--- config.mk ---
export PLATFORM = sky130hd
export DESIGN_NAME = pipeline_mem_arbiter
export DESIGN_NICKNAME = d
export VERILOG_FILES = /design/src/rtl/pipeline_mem_arbiter.sv
export SDC_FILE = /design/constraint.sdc
export NUM_CORES = 1
export LEC_CHECK = 0
export ABC_CLOCK_PERIOD_IN_PS = 5690
export CAP_MARGIN = 10
export CORE_ASPECT_RATIO = 0.75
export CORE_UTILIZATION = 47
export CTS_BUF_LIST = sky130_fd_sc_hd__clkbuf_8
export DETAILED_ROUTE_END_ITERATION = 12
export PLACE_DENSITY = 0.9
export REMOVE_ABC_BUFFERS = 1
export SLEW_MARGIN = 20
export SYNTH_ARGS = -nofsm -noshare
export SYNTH_HDL_FRONTEND = slang
export SYNTH_SLANG_ARGS = --single-unit
--- constraint.sdc ---
create_clock -name CLK -period 5.69 [get_ports CLK]
set_input_delay 1.707 -clock CLK [delete_from_list [all_inputs] [get_ports CLK]]
set_output_delay 1.707 -clock CLK [all_outputs]
set_load 0.05 [all_outputs]
--- src/rtl/pipeline_mem_arbiter.sv ---
// Shares one RAM port between instruction fetch and data access.
// Data has priority; a streak limit forces fetches; a watchdog traps a hung RAM.
module pipeline_mem_arbiter #(
  parameter int WORD_W     = 32,
  parameter int ADDR_W     = 32,
  parameter int STARVE_MAX = 4,
  parameter int TIMEOUT    = 15
) (
  input  logic              CLK,
  input  logic              nRST,
  input  logic              iREN,
  input  logic [ADDR_W-1:0] iaddr,
  output logic [WORD_W-1:0] iload,
  output logic              ihit,
  input  logic              dREN,
  input  logic              dWEN,
  input  logic [ADDR_W-1:0] daddr,
  input  logic [WORD_W-1:0] dstore,
  output logic [WORD_W-1:0] dload,
  output logic              dhit,
  input  logic              halt,
  output logic              ramREN,
  output logic              ramWEN,
  output logic [ADDR_W-1:0] ramaddr,
  output logic [WORD_W-1:0] ramstore,
  input  logic [WORD_W-1:0] ramload,
  input  logic              ram_ready,
  output logic              arb_busy,
  output logic              timeout_err
);

  typedef enum logic [1:0] {
    IDLE, IFETCH, DACCESS, ERR
  } state_t;

  localparam logic [3:0] SMAX  = 4'(STARVE_MAX);
  localparam logic [7:0] WLAST = 8'(TIMEOUT - 1);

  state_t     state;
  logic [3:0] streak;
  logic [7:0] wd;
  logic       dreq;
  logic       ireq;
  logic       starve;
  logic       dgrant;
  logic       igrant;

  always_comb begin
    dreq   = dREN | dWEN;
    ireq   = iREN & ~halt;
    starve = ireq & (streak == SMAX);
    dgrant = (state == IDLE) & dreq & ~starve;
    igrant = (state == IDLE) & ~dgrant & ireq;
  end

  // streak only tracks data grants that overtook a live fetch
  always_ff @(posedge CLK or negedge nRST) begin
    if (!nRST) begin
      streak <= '0;
    end else if (!iREN || igrant) begin
      streak <= '0;
    end else if (dgrant && streak != SMAX) begin
      streak <= streak + 4'd1;
    end
  end

  always_ff @(posedge CLK or negedge nRST) begin
    if (!nRST) begin
      state       <= IDLE;
      wd          <= '0;
      iload       <= '0;
      dload       <= '0;
      ihit        <= 1'b0;
      dhit        <= 1'b0;
      ramREN      <= 1'b0;
      ramWEN      <= 1'b0;
      ramaddr     <= '0;
      ramstore    <= '0;
      arb_busy    <= 1'b0;
      timeout_err <= 1'b0;
    end else begin
      ihit <= 1'b0;
      dhit <= 1'b0;
      unique case (state)
        IDLE: begin
          if (dgrant) begin
            state    <= DACCESS;
            wd       <= '0;
            ramaddr  <= daddr;
            ramWEN   <= dWEN;
            ramREN   <= ~dWEN;
            arb_busy <= 1'b1;
            if (dWEN) ramstore <= dstore;
          end else if (igrant) begin
            state    <= IFETCH;
            wd       <= '0;
            ramaddr  <= iaddr;
            ramREN   <= 1'b1;
            arb_busy <= 1'b1;
          end
        end
        IFETCH, DACCESS: begin
          if (ram_ready) begin
            if (state == IFETCH) begin
              iload <= ramload;
              ihit  <= 1'b1;
            end else begin
              if (!ramWEN) dload <= ramload;
              dhit <= 1'b1;
            end
            state    <= IDLE;
            ramREN   <= 1'b0;
            ramWEN   <= 1'b0;
            arb_busy <= 1'b0;
          end else if (wd == WLAST) begin
            state       <= ERR;
            ramREN      <= 1'b0;
            ramWEN      <= 1'b0;
            arb_busy    <= 1'b0;
            timeout_err <= 1'b1;
          end else begin
            wd <= wd + 8'd1;
          end
        end
        ERR: begin
        end
        default: begin
        end
      endcase
    end
  end

endmodule

==> summary.md, run 1 <==
| Metric | Value |
|---|---|
| Status | finished clean |
| Cell count after synthesis | 458 |
| Postcts setup bufs | 0 |
| Die Span Y | 101 um |
| Design Power | 6.62 mW |
| Later-pin clock latency in the skew report | ~0.43 ns |
| Drt first pass iters | 4 |
| Share of the yosys chip area belonging to registers | 60.8% |
| GP Congestion | between 0.7 and 0.8 |
| Final WL | 16,800 um |
| Num Clock Sinks | 148 |
| Hold path start | ramaddr[11]$_DFFE_PN0P_ |
| Final Net Count | 870 |
| H-tree levels | 4 |
| Port bufs | between 200 and 300 |
| Peak VDD IR | 0.000555 V |
| Mapped Area | slightly above 0.006 mm2 |
| 1st-iter DRT viols | 158 |
| Area leader, netlist | dfrtp_1 |
| Vias/cell | approximately 5 |
| Detail Placement HPWL | roughly 12,000 um |
| Final setup viols | 0 |
| Main synth FF type | dfrtp_1 |
| Seq cells post-synth | 148 |
| CTS resizes | 0 |
| Slew Limit Fails | 0 |
| Critical R2R Launch | state[1]$_DFFE_PN0P_ |
| Inserted Clock Buffers | 17 |
| Grt total ovfl | 0 |
| Most frequent cells after synthesis | dfrtp_1 (148), mux2_2 (85), nand2_1 (47), o21ai_0 (41), mux2i_1 (32) |
| Asr flop ratio synth | 100% |
| Worst hold path class | register to register |
| FF-to-FF setup slack | 3.42 ns |
| Global-route wire length before repair | 26,300 um |
| Top Ports | 269 |
| Syn_area_per_cell | 13.3 um2 |
| Synth Warn # | 0 |
| Post-synth top area share | between 60% and 70% |
| Hold Path Depth | 2 |
| Clk root buf | clkbuf_8 |
| Largest net degree at the start of global routing | 119 |
| Hold WS | 0.483 ns |
| Die ar. | 0.0134 mm2 |
| Post-route ant nets | 0 |
| Area added between synthesis and finish | 54.2% |
| Final Skew | 0.0161 ns |
| Crit path kind | input pin to register |
| Leakage | 3.92 nW |
| Reg-to-reg endpoint | wd[5]$_DFFE_PN0P_ |
| Fin worst setup slack | ~2.1 ns |
| Count leader, synth | dfrtp_1 |
| Worst R2R Path Depth | 7 |
| Clock Path Buffers | 2 |
| Site row count | 35 |
| Final Critical Period | about 3.6 ns |
| WP data required | 6.04 ns |
| ANT cells | 0 |
| Crit. End Element | register |
| Least-Margin Pin Slew | 0.923 ns |
| Max Clk Rate | 0.280 GHz |
| Hold-fix buffers, CTS | 0 |
| Crit share post-route | a little over three fifths |
| Die Wd | 133 um |
| RSZ-0062 raised after global routing | no |
| Worst Setup Start Kind | input pin |
| Via Count | about 4,600 |
| Post-synth EDFFs | 0 |
| Setup TNS | 0 ns |
| Final Util | around three quarters |
| Core area | 0.0124 mm2 |
| Drt drc | 0 |
| Layout cells sized above 1 | ~18% |
| Clk slew on worst S/H paths | 0.08 ns |
| Max-slew headroom | between 30 and 40% |
| Per-cell routed wire length | 18.5 um |
| Max cap viols | 0 |
| GRT Total Usage | between 20% and 30% |
| Count of different cell masters after synthesis | 41 |
| CTS tree | yes |
| CP Data Arrival Time | 3.91 ns |
| Max FO, Critical Path | 69 |
| P per Cell Area | between 700 and 800 mW/mm2 |
| Antenna violations before repair | 0 |
| Vias in the first global route | 5,038 |
| Dpl ws | 1.71 ns |
| Synth area leaders | dfrtp_1 (61%), mux2_2 (16%), mux2i_1 (5.3%), o21ai_0 (3.4%), nand2_1 (2.9%) |
| Sink of the worst hold path | ramaddr[11]$_DFFE_PN0P_ |
| Initial core utilization | 49.0% |
| Final Hold Fails | 0 |
==> metrics by stage <==
| step | cells | instance area [um2] |
|---|---|---|
| floorplan | 436 | 5980 |
| global placement | 875 | 8930 |
| detailed placement | 875 | 8930 |
| CTS | 907 | 9370 |
| global route | 908 | 9400 |
| finish | 908 | 9400 |
==> how the worst max path moves through the flow <==
stage	from	endpoint	slack (ns)	cells past startpoint
global placement	iREN	wd[5]$_DFFE_PN0P_	1.76	7
finish	iREN	wd[5]$_DFFE_PN0P_	2.12	7
CTS	iREN	wd[5]$_DFFE_PN0P_	2.14	7
floorplan	iREN	state[0]$_DFFE_PN0P_	1.10	4
detailed placement	iREN	wd[5]$_DFFE_PN0P_	1.71	7
global route	iREN	wd[5]$_DFFE_PN0P_	2.00	7
==> cells by family after synthesis <==
group | count (synthesis) | share of synthesized area [%]
xor+xnor | 3 | 0.431
mux | 129 | 23.2
compound gates | 66 | 6.28
flops | 148 | 60.8
simple gates | 75 | 5.69
buf+inv | 31 | 2.40
fa+ha+maj | 6 | 1.23
==> routing by layer <==
metal	up-vias	GRT usage, %	wire length [um]
li1	2142	-	-
met1	2310	29.7	6520
met2	148	46.8	9050
met3	28	6.69	871
met4	0	9.44	388
met5	-	0	0
==> sequential cells by signal (all words and copies together) (netlist names) <==
signal	count
dload	32
arb_busy	1
dhit	1
streak	4
ramREN	1
ramaddr	32
iload	32
state	2
timeout_err	1
ramWEN	1
ihit	1
ramstore	32
wd	8
==> worst max-delay path: stages <==
cell	delay (ns)
clkdlybuf4s50_1	0.48
nor2b_2	0.34
o31ai_4	0.08
buf_4	0.30
a21o_1	0.35
or4_1	0.50
a21oi_1	0.15
==> cell usage in the layout, fill, tap and decap left out, types with 4 or more instances in the layout <==
cell type / netlist / final
a21oi_1: 9 / 9
buf_4: 6 / 5
clkbuf_8: 0 / 20
clkdlybuf4s50_1: 0 / 267
clkinv_4: 0 / 4
dfrtp_1: 148 / 148
ha_1: 6 / 6
inv_1: 8 / 8
mux2_1: 12 / 12
mux2_2: 85 / 85
mux2i_1: 32 / 32
nand2_1: 47 / 47
nor2_1: 8 / 8
o21ai_0: 41 / 41
or3_1: 4 / 4
==> area by class of cell <==
| cell class | count | area (um2) |
|---|---|---|
| Timing Repair Buffer | 274 | 2750 |
| Clock buffer | 19 | 262 |
| Tap cell | 166 | 208 |
| Fill cell | 805 | 3040 |
| Sequential cell | 148 | 3700 |
| Multi-Input combinational cell | 279 | 2270 |
| Inverter | 9 | 33.8 |
| Clock inverter | 13 | 171 |
==> where the power goes <==
group | internal (mW) | leakage, nW | switching, mW | total, mW
sequential | 1.56 | 1.80 | 0.307 | 1.87
combinational | 1.39 | 1.90 | 2.48 | 3.87
clock | 0.464 | 0.213 | 0.415 | 0.879
Power figures use the tool's default switching activity.
==> run 2, diff against run 1 <==
- ABC_CLOCK_PERIOD_IN_PS: 5690 -> 3450
- CORE_UTILIZATION: 47 -> 43
- PLACE_DENSITY: 0.9 -> 0.84
- clock period: 5.69 -> 3.45 ns (I/O delays scaled with it)
==> summary.md, run 2 (synthesized netlist as in run 1, its figures left out) <==
| Metric | Value |
|---|---|
| Design Power | 10.9 mW (+64%) |
| Leakage | 3.93 nW (+0.15%) |
| Postcts setup bufs | 0 (unchanged) |
| Final Hold Fails | 0 (unchanged) |
| Max FO, Critical Path | 4 (-94%) |
| FF-to-FF setup slack | 1.13 ns (-2.29 ns) |
| Combinational share of power | 58.6% (about the same) |
| Slew Limit Fails | 0 (unchanged) |
| Final Critical Period | 2.75 ns |
| Status | finished clean |
| Port bufs | 268 (unchanged) |
| Setup TNS | 0 ns (unchanged) |
| Final WL | 16,000 um (-5.0%) |
| Int Pwr | 5.64 mW (+65%) |
| Final setup viols | 0 (unchanged) |
| Crit share post-route | 79.6% |
| Drt drc | 0 (unchanged) |
| Sink of the worst hold path | ramaddr[18]$_DFFE_PN0P_ |
| Worst hold path class | register to register |
| Clock Path Buffers | 2 (unchanged) |
| Crit-path leading delay family | buffers and inverters |
| Critical R2R Launch | state[0]$_DFFE_PN0P_ |
| Peak VDD IR | 0.000729 V (+31%) |
| Hold path start | ramaddr[18]$_DFFE_PN0P_ |
| Per-cell routed wire length | 17.4 um (-6.0%) |
| Worst path max stage delay | 0.85 ns (+0.35 ns) |
| Initial core utilization | 44.3% (-4.7 points) |
| Clk network pwr share | 13.3% (about the same) |
| Top Ports | 269 (unchanged) |
| Antenna violations before repair | 0 (unchanged) |
| Worst Setup Start Kind | register |
| Critical Path, Cell by Cell | clkdlybuf4s50_1 |
| Net Sw Frac | 48.1% (-0.38 points) |
| Hold-fix buffers, CTS | 0 (unchanged) |
| Global-route wire length before repair | 26,000 um (-0.92%) |
| Vias/cell | 5.06 (-0.66%) |
| RSZ-0062 raised after global routing | no |
| H-tree levels | 4 (unchanged) |
| Post-route ant nets | 0 (unchanged) |
| Vias in the first global route | 5,024 (-0.28%) |
| Fill count | 972 (+21%) |
| Fin worst setup slack | 0.703 ns (-1.42 ns) |
| ANT cells | 0 (unchanged) |
| Die ar. | 0.0147 mm2 (+9.1%) |
| Least-Margin Pin Slew | 0.707 ns (-0.216 ns) |
| GRT Total Usage | 23.1% (-2.7 points) |
| Layout cells sized above 1 | 17.8% (+0.11 points) |
| Max cap viols | 0 (unchanged) |
| Die Span Y | 105 um (+4.5%) |
| WP data required | 2.41 ns (-3.63 ns) |
| Crit path kind | register to output pin |
| Final Skew | 0.0147 ns (-0.00141 ns) |
| Hold Path Depth | 2 (unchanged) |
| Sequential cell fraction of total power | 28.1% (about the same) |
| Crit. End Element | output pin |
| Reg-to-reg endpoint | wd[5]$_DFFE_PN0P_ |
| GP Congestion | 0.844 (+9.3%) |
| Largest net degree at the start of global routing | 78 (-34%) |
| Inserted Clock Buffers | 17 (unchanged) |
| Detail Placement HPWL | 11,900 um (-4.2%) |
| P per Cell Area | 1150 mW/mm2 (+63%) |
| Max-slew headroom | 52.9% (+14 points) |
| CP Data Arrival Time | 1.71 ns (-2.20 ns) |
| Dpl ws | 0.484 ns (-1.22 ns) |
| Grt total ovfl | 0 (unchanged) |
| Drt first pass iters | 4 (unchanged) |
| Final Net Count | 871 (+0.11%) |
| Worst path bufs/invs | 1 (-1) |
| Site row count | 37 (+5.7%) |
| Via Count | 4,648 (+0.43%) |
| Final Util | 68.6% (-7.0 points) |
| Critical-path top delay cell | clkdlybuf4s50_1 |
| Core area | 0.0137 mm2 (+11%) |
| Max Clk Rate | roughly 0.36 GHz |
| Area added between synthesis and finish | 54.8% |
| Sw Pwr | 5.22 mW (+63%) |
| Commonest non-fill, non-tap cell in the layout | clkdlybuf4s50_1 |
| Most frequent cells in the layout | clkdlybuf4s50_1 (267), dfrtp_1 (148), mux2_2 (85), nand2_1 (47), o21ai_0 (41) |
| Worst R2R Path Depth | 7 (unchanged) |
| Clk slew on worst S/H paths | 0.09 ns (about the same) |
| CTS resizes | 0 (unchanged) |
| Die Wd | 139 um (+4.5%) |
| Later-pin clock latency in the skew report | 0.43 ns (about the same) |
| Clk root buf | clkbuf_8 |
| Num Clock Sinks | 148 (unchanged) |
| CTS tree | yes |
| 1st-iter DRT viols | 258 (+63%) |
## run 2: changes by cell type in the layout (fill, tap and decap cells not counted)
cell and change:
clkinvlp_4 +1, clkbuf_8 -1, buf_12 +3, buf_4 -1, inv_8 +1, buf_16 -1
inv_6 -1, buf_6 +1, clkinv_4 -1
## run 2: cell type report
cell class | count | area [um2] | share of cell area, %
Multi-Input combinational cell | 279 | 2270 | 24.0
Timing Repair Buffer | 275 | 2770 | 29.4
Tap cell | 175 | 219 | 2.32
Inverter | 9 | 33.8 | 0.358
Sequential cell | 148 | 3700 | 39.3
Clock buffer | 19 | 262 | 2.77
Clock inverter | 13 | 173 | 1.83
## run 2: worst min-delay path, cell delays in order, from the launching register on
cell     delay, ns
dfrtp_1       0.35
nand2_1       0.04
o21ai_0       0.06
## run 2: how the worst max path moves through the flow
stage / end / cells after the start / slack [ns] / from
floorplan: state[0]$_DFFE_PN0P_ / 4 / -0.47 / iREN
global placement: wd[5]$_DFFE_PN0P_ / 6 / 0.52 / iREN
detailed placement: wd[5]$_DFFE_PN0P_ / 6 / 0.48 / iREN
CTS: ramWEN / 1 / 0.68 / ramWEN$_DFFE_PN0P_
global route: ramWEN / 1 / 0.61 / ramWEN$_DFFE_PN0P_
finish: ramWEN / 1 / 0.70 / ramWEN$_DFFE_PN0P_
## run 2: power by group through the flow
stage | clock network (mW) | logic, mW | registers [mW]
after global placement | 0 | 6.27 | 3.01
after floorplan | 0 | 1.42 | 5.72
after detailed placement | 0 | 6.39 | 3.07
final | 1.44 | 6.36 | 3.05
after global routing | 1.56 | 6.64 | 3.15
after CTS | 1.48 | 6.41 | 3.05
## run 2: stage by stage
stage	instance area [um2]	std cells	hold slack (ns)
6_report	9430	918	0.485
5_1_grt	9430	918	0.494
4_1_cts	9430	918	0.490
3_5_place_dp	9000	886	0.470
3_3_place_gp	9000	886	0.462
2_1_floorplan	5980	436	0.497
## run 2: per-layer routing
layer | global-route usage (%) | routed length, um | share of wire (%) | vias up
li1 | - | - | - | 2144
met1 | 25.0 | 5930 | 37 | 2318
met2 | 41.7 | 8660 | 54 | 163
met3 | 8.16 | 1120 | 7.0 | 23
met4 | 8.25 | 288 | 1.8 | 0
met5 | 0 | 0 | 0 | -
==> run 3, diff against run 2 <==
- ABC_CLOCK_PERIOD_IN_PS: 3450 -> 2250
- CORE_UTILIZATION: 43 -> 39
- PLACE_DENSITY: 0.84 -> 0.8
- clock period: 3.45 -> 2.25 ns (I/O delays scaled with it)
==> summary.md, run 3 (synthesized netlist as in run 1, its figures left out) <==
| Metric | Value |
|---|---|
| Final setup viols | 0 (unchanged) |
| Crit-path leading delay family | compound AO/OA/AOI/OAI gates |
| Net Sw Frac | 49.4% (+1.3 points) |
| Drt first pass iters | 5 (+1) |
| Sw Pwr | 7.94 mW (+52%) |
| P per Cell Area | 1700 mW/mm2 (+48%) |
| Multi-input logic area | 0.00227 mm2 (unchanged) |
| Least-Margin Pin Slew | 0.543 ns (-0.164 ns) |
| 1st-iter DRT viols | 228 (-12%) |
| Inserted Clock Buffers | 17 (unchanged) |
| Later-pin clock latency in the skew report | 0.45 ns (+0.02 ns) |
| GRT Total Usage | 20.0% (-3.1 points) |
| Max Clk Rate | 0.485 GHz |
| Clock Path Buffers | 2 (unchanged) |
| RSZ-0062 raised after global routing | no |
| Core area | 0.0152 mm2 (+11%) |
| Critical Path, Cell by Cell | inv_1, ha_1, nor4b_1, a22o_1, a21o_1, buf_4, or3_1, a21oi_1 |
| Grt total ovfl | 0 (unchanged) |
| Die ar. | 0.0161 mm2 (+10%) |
| Crit share post-route | just over 90% |
| Area added between synthesis and finish | 55.3% |
| Sequential cell fraction of total power | 28.8% (+0.7 points) |
| Layout cells sized above 1 | 21.1% (+3.3 points) |
| Combinational share of power | 57.2% (-1.4 points) |
| Int Pwr | 8.14 mW (+44%) |
| Fin worst setup slack | 0.188 ns (-0.514 ns) |
| Detail Placement HPWL | 11,800 um (-1.0%) |
| Peak VDD IR | 0.00111 V (+52%) |
| Status | finished clean |
| Die Span Y | 110 um (+4.9%) |
| CP Data Arrival Time | 2.43 ns (+0.72 ns) |
| Commonest non-fill, non-tap cell in the layout | dfrtp_1 |
| Via Count | 4,653 (+0.11%) |
| Drt drc | 0 (unchanged) |
| Crit path kind | register to register |
| Antenna violations before repair | 0 (unchanged) |
| Fill count | 1,232 (+27%) |
| Clk slew on worst S/H paths | 0.08 ns (about the same) |
| Top Ports | 269 (unchanged) |
| H-tree levels | 4 (unchanged) |
| Initial core utilization | 40.0% (-4.3 points) |
| Die Wd | 146 um (+4.9%) |
| GP Congestion | 0.844 (about the same) |
| Post-route ant nets | 0 (unchanged) |
| Postcts setup bufs | 0 (unchanged) |
| Max FO, Critical Path | 7 (+3) |
| Worst path bufs/invs | 2 (+1) |
| Hold WS | 0.170 ns (-0.315 ns) |
| CTS resizes | 120 (+120) |
| Largest net degree at the start of global routing | 65 (-17%) |
| Vias/cell | 4.82 (-4.8%) |
| Hold-fix buffers, CTS | 0 (unchanged) |
| Leakage | 4.28 nW (+8.9%) |
| Per-cell routed wire length | 16.4 um (-6.0%) |
| Max cap viols | 0 (unchanged) |
| Critical-path top delay cell | dfrtp_1 |
| Worst hold path class | input pin to async pin |
| Crit. End Element | register |
| Max-slew headroom | 63.9% (+11 points) |
| ANT cells | 0 (unchanged) |
| FF-to-FF setup slack | 0.19 ns (-0.94 ns) |
| Most frequent cells in the layout | dfrtp_1 (148), clkdlybuf4s50_1 (133), dlygate4sd2_1 (120), mux2_2 (85), nand2_1 (47) |
| FF+latch area | 0.00370 mm2 (unchanged) |
| Global-route wire length before repair | 24,800 um (-4.6%) |
| Port bufs | 268 (unchanged) |
| Dpl ws | -0.158 ns (-0.642 ns) |
| Final Critical Period | 2.06 ns |
| Vias in the first global route | 4,965 (-1.2%) |
| Final Skew | 0.0128 ns (-0.00195 ns) |
| Worst Setup Start Kind | register |
| Final WL | 15,800 um (-1.2%) |
| Clk network pwr share | 13.9% (+0.6 points) |
| WP data required | 2.62 ns (+0.21 ns) |
| Num Clock Sinks | 148 (unchanged) |
| Worst path max stage delay | 0.38 ns (-0.47 ns) |
| Final Hold Fails | 0 (unchanged) |
| Clk root buf | clkbuf_8 |
| Site row count | 39 (+5.4%) |
| Slew Limit Fails | 0 (unchanged) |
| CTS tree | yes |
| Final Net Count | 888 (+2.0%) |
-- run 3: power by group through the flow --
stage | combinational, mW | clock, mW | sequential (mW)
floorplan | 2.18 | 0 | 8.77
global placement | 9.83 | 0 | 4.62
detailed placement | 10.0 | 0 | 4.71
CTS | 9.28 | 2.29 | 4.64
global route | 9.66 | 2.42 | 4.80
finish | 9.20 | 2.24 | 4.63
-- run 3: path summary, 6_finish.rpt --
check	start	depth (start not counted)	endpoint
min reg2reg	arb_busy$_DFFE_PN0P_	1	arb_busy$_DFFE_PN0P_
max reg2reg	state[0]$_DFFE_PN0P_	8	wd[7]$_DFFE_PN0P_
min	nRST	1	ramaddr[12]$_DFFE_PN0P_
max	state[0]$_DFFE_PN0P_	8	wd[7]$_DFFE_PN0P_
max in group asynchronous	nRST	2	ramaddr[10]$_DFFE_PN0P_
min in group CLK	arb_busy$_DFFE_PN0P_	1	arb_busy$_DFFE_PN0P_
-- run 3: per-stage QoR --
step	power [mW]	instance area (um2)	util [%]	cells	setup TNS, ns
after floorplan	10.9	5980	-	436	-69.71
after global placement	14.5	9180	60.3	933	-1.88
after detailed placement	14.7	9180	60.3	933	-6.15
final	16.1	9460	62.1	965	0
after CTS	16.2	9460	62.1	965	0
after global routing	16.9	9460	62.1	965	0
-- run 3: area by class of cell --
type / count / share of cell area (%)
Inverter: 9 / 0.357
Multi-Input combinational cell: 279 / 23.9
Timing Repair Buffer: 292 / 29.2
Sequential cell: 148 / 39.1
Clock buffer: 18 / 2.62
Clock inverter: 14 / 1.98
Tap cell: 205 / 2.71
-- run 3: worst reg2reg max path, delay by kind of cell, from the launching register on --
family,cells,cell delay (ns)
AO/OA/AOI/OAI,3,0.52
buffers and inverters,2,0.22
adder cells (fa/ha/maj),1,0.35
flip-flops,1,0.38
AND/OR/NAND/NOR,2,0.51
-- run 3: per-layer routing --
layer,GRT usage [%],routed length (um)
met5,0,0
met1,23.1,6460
met2,34.7,8070
met4,8.18,321
met3,6.50,967
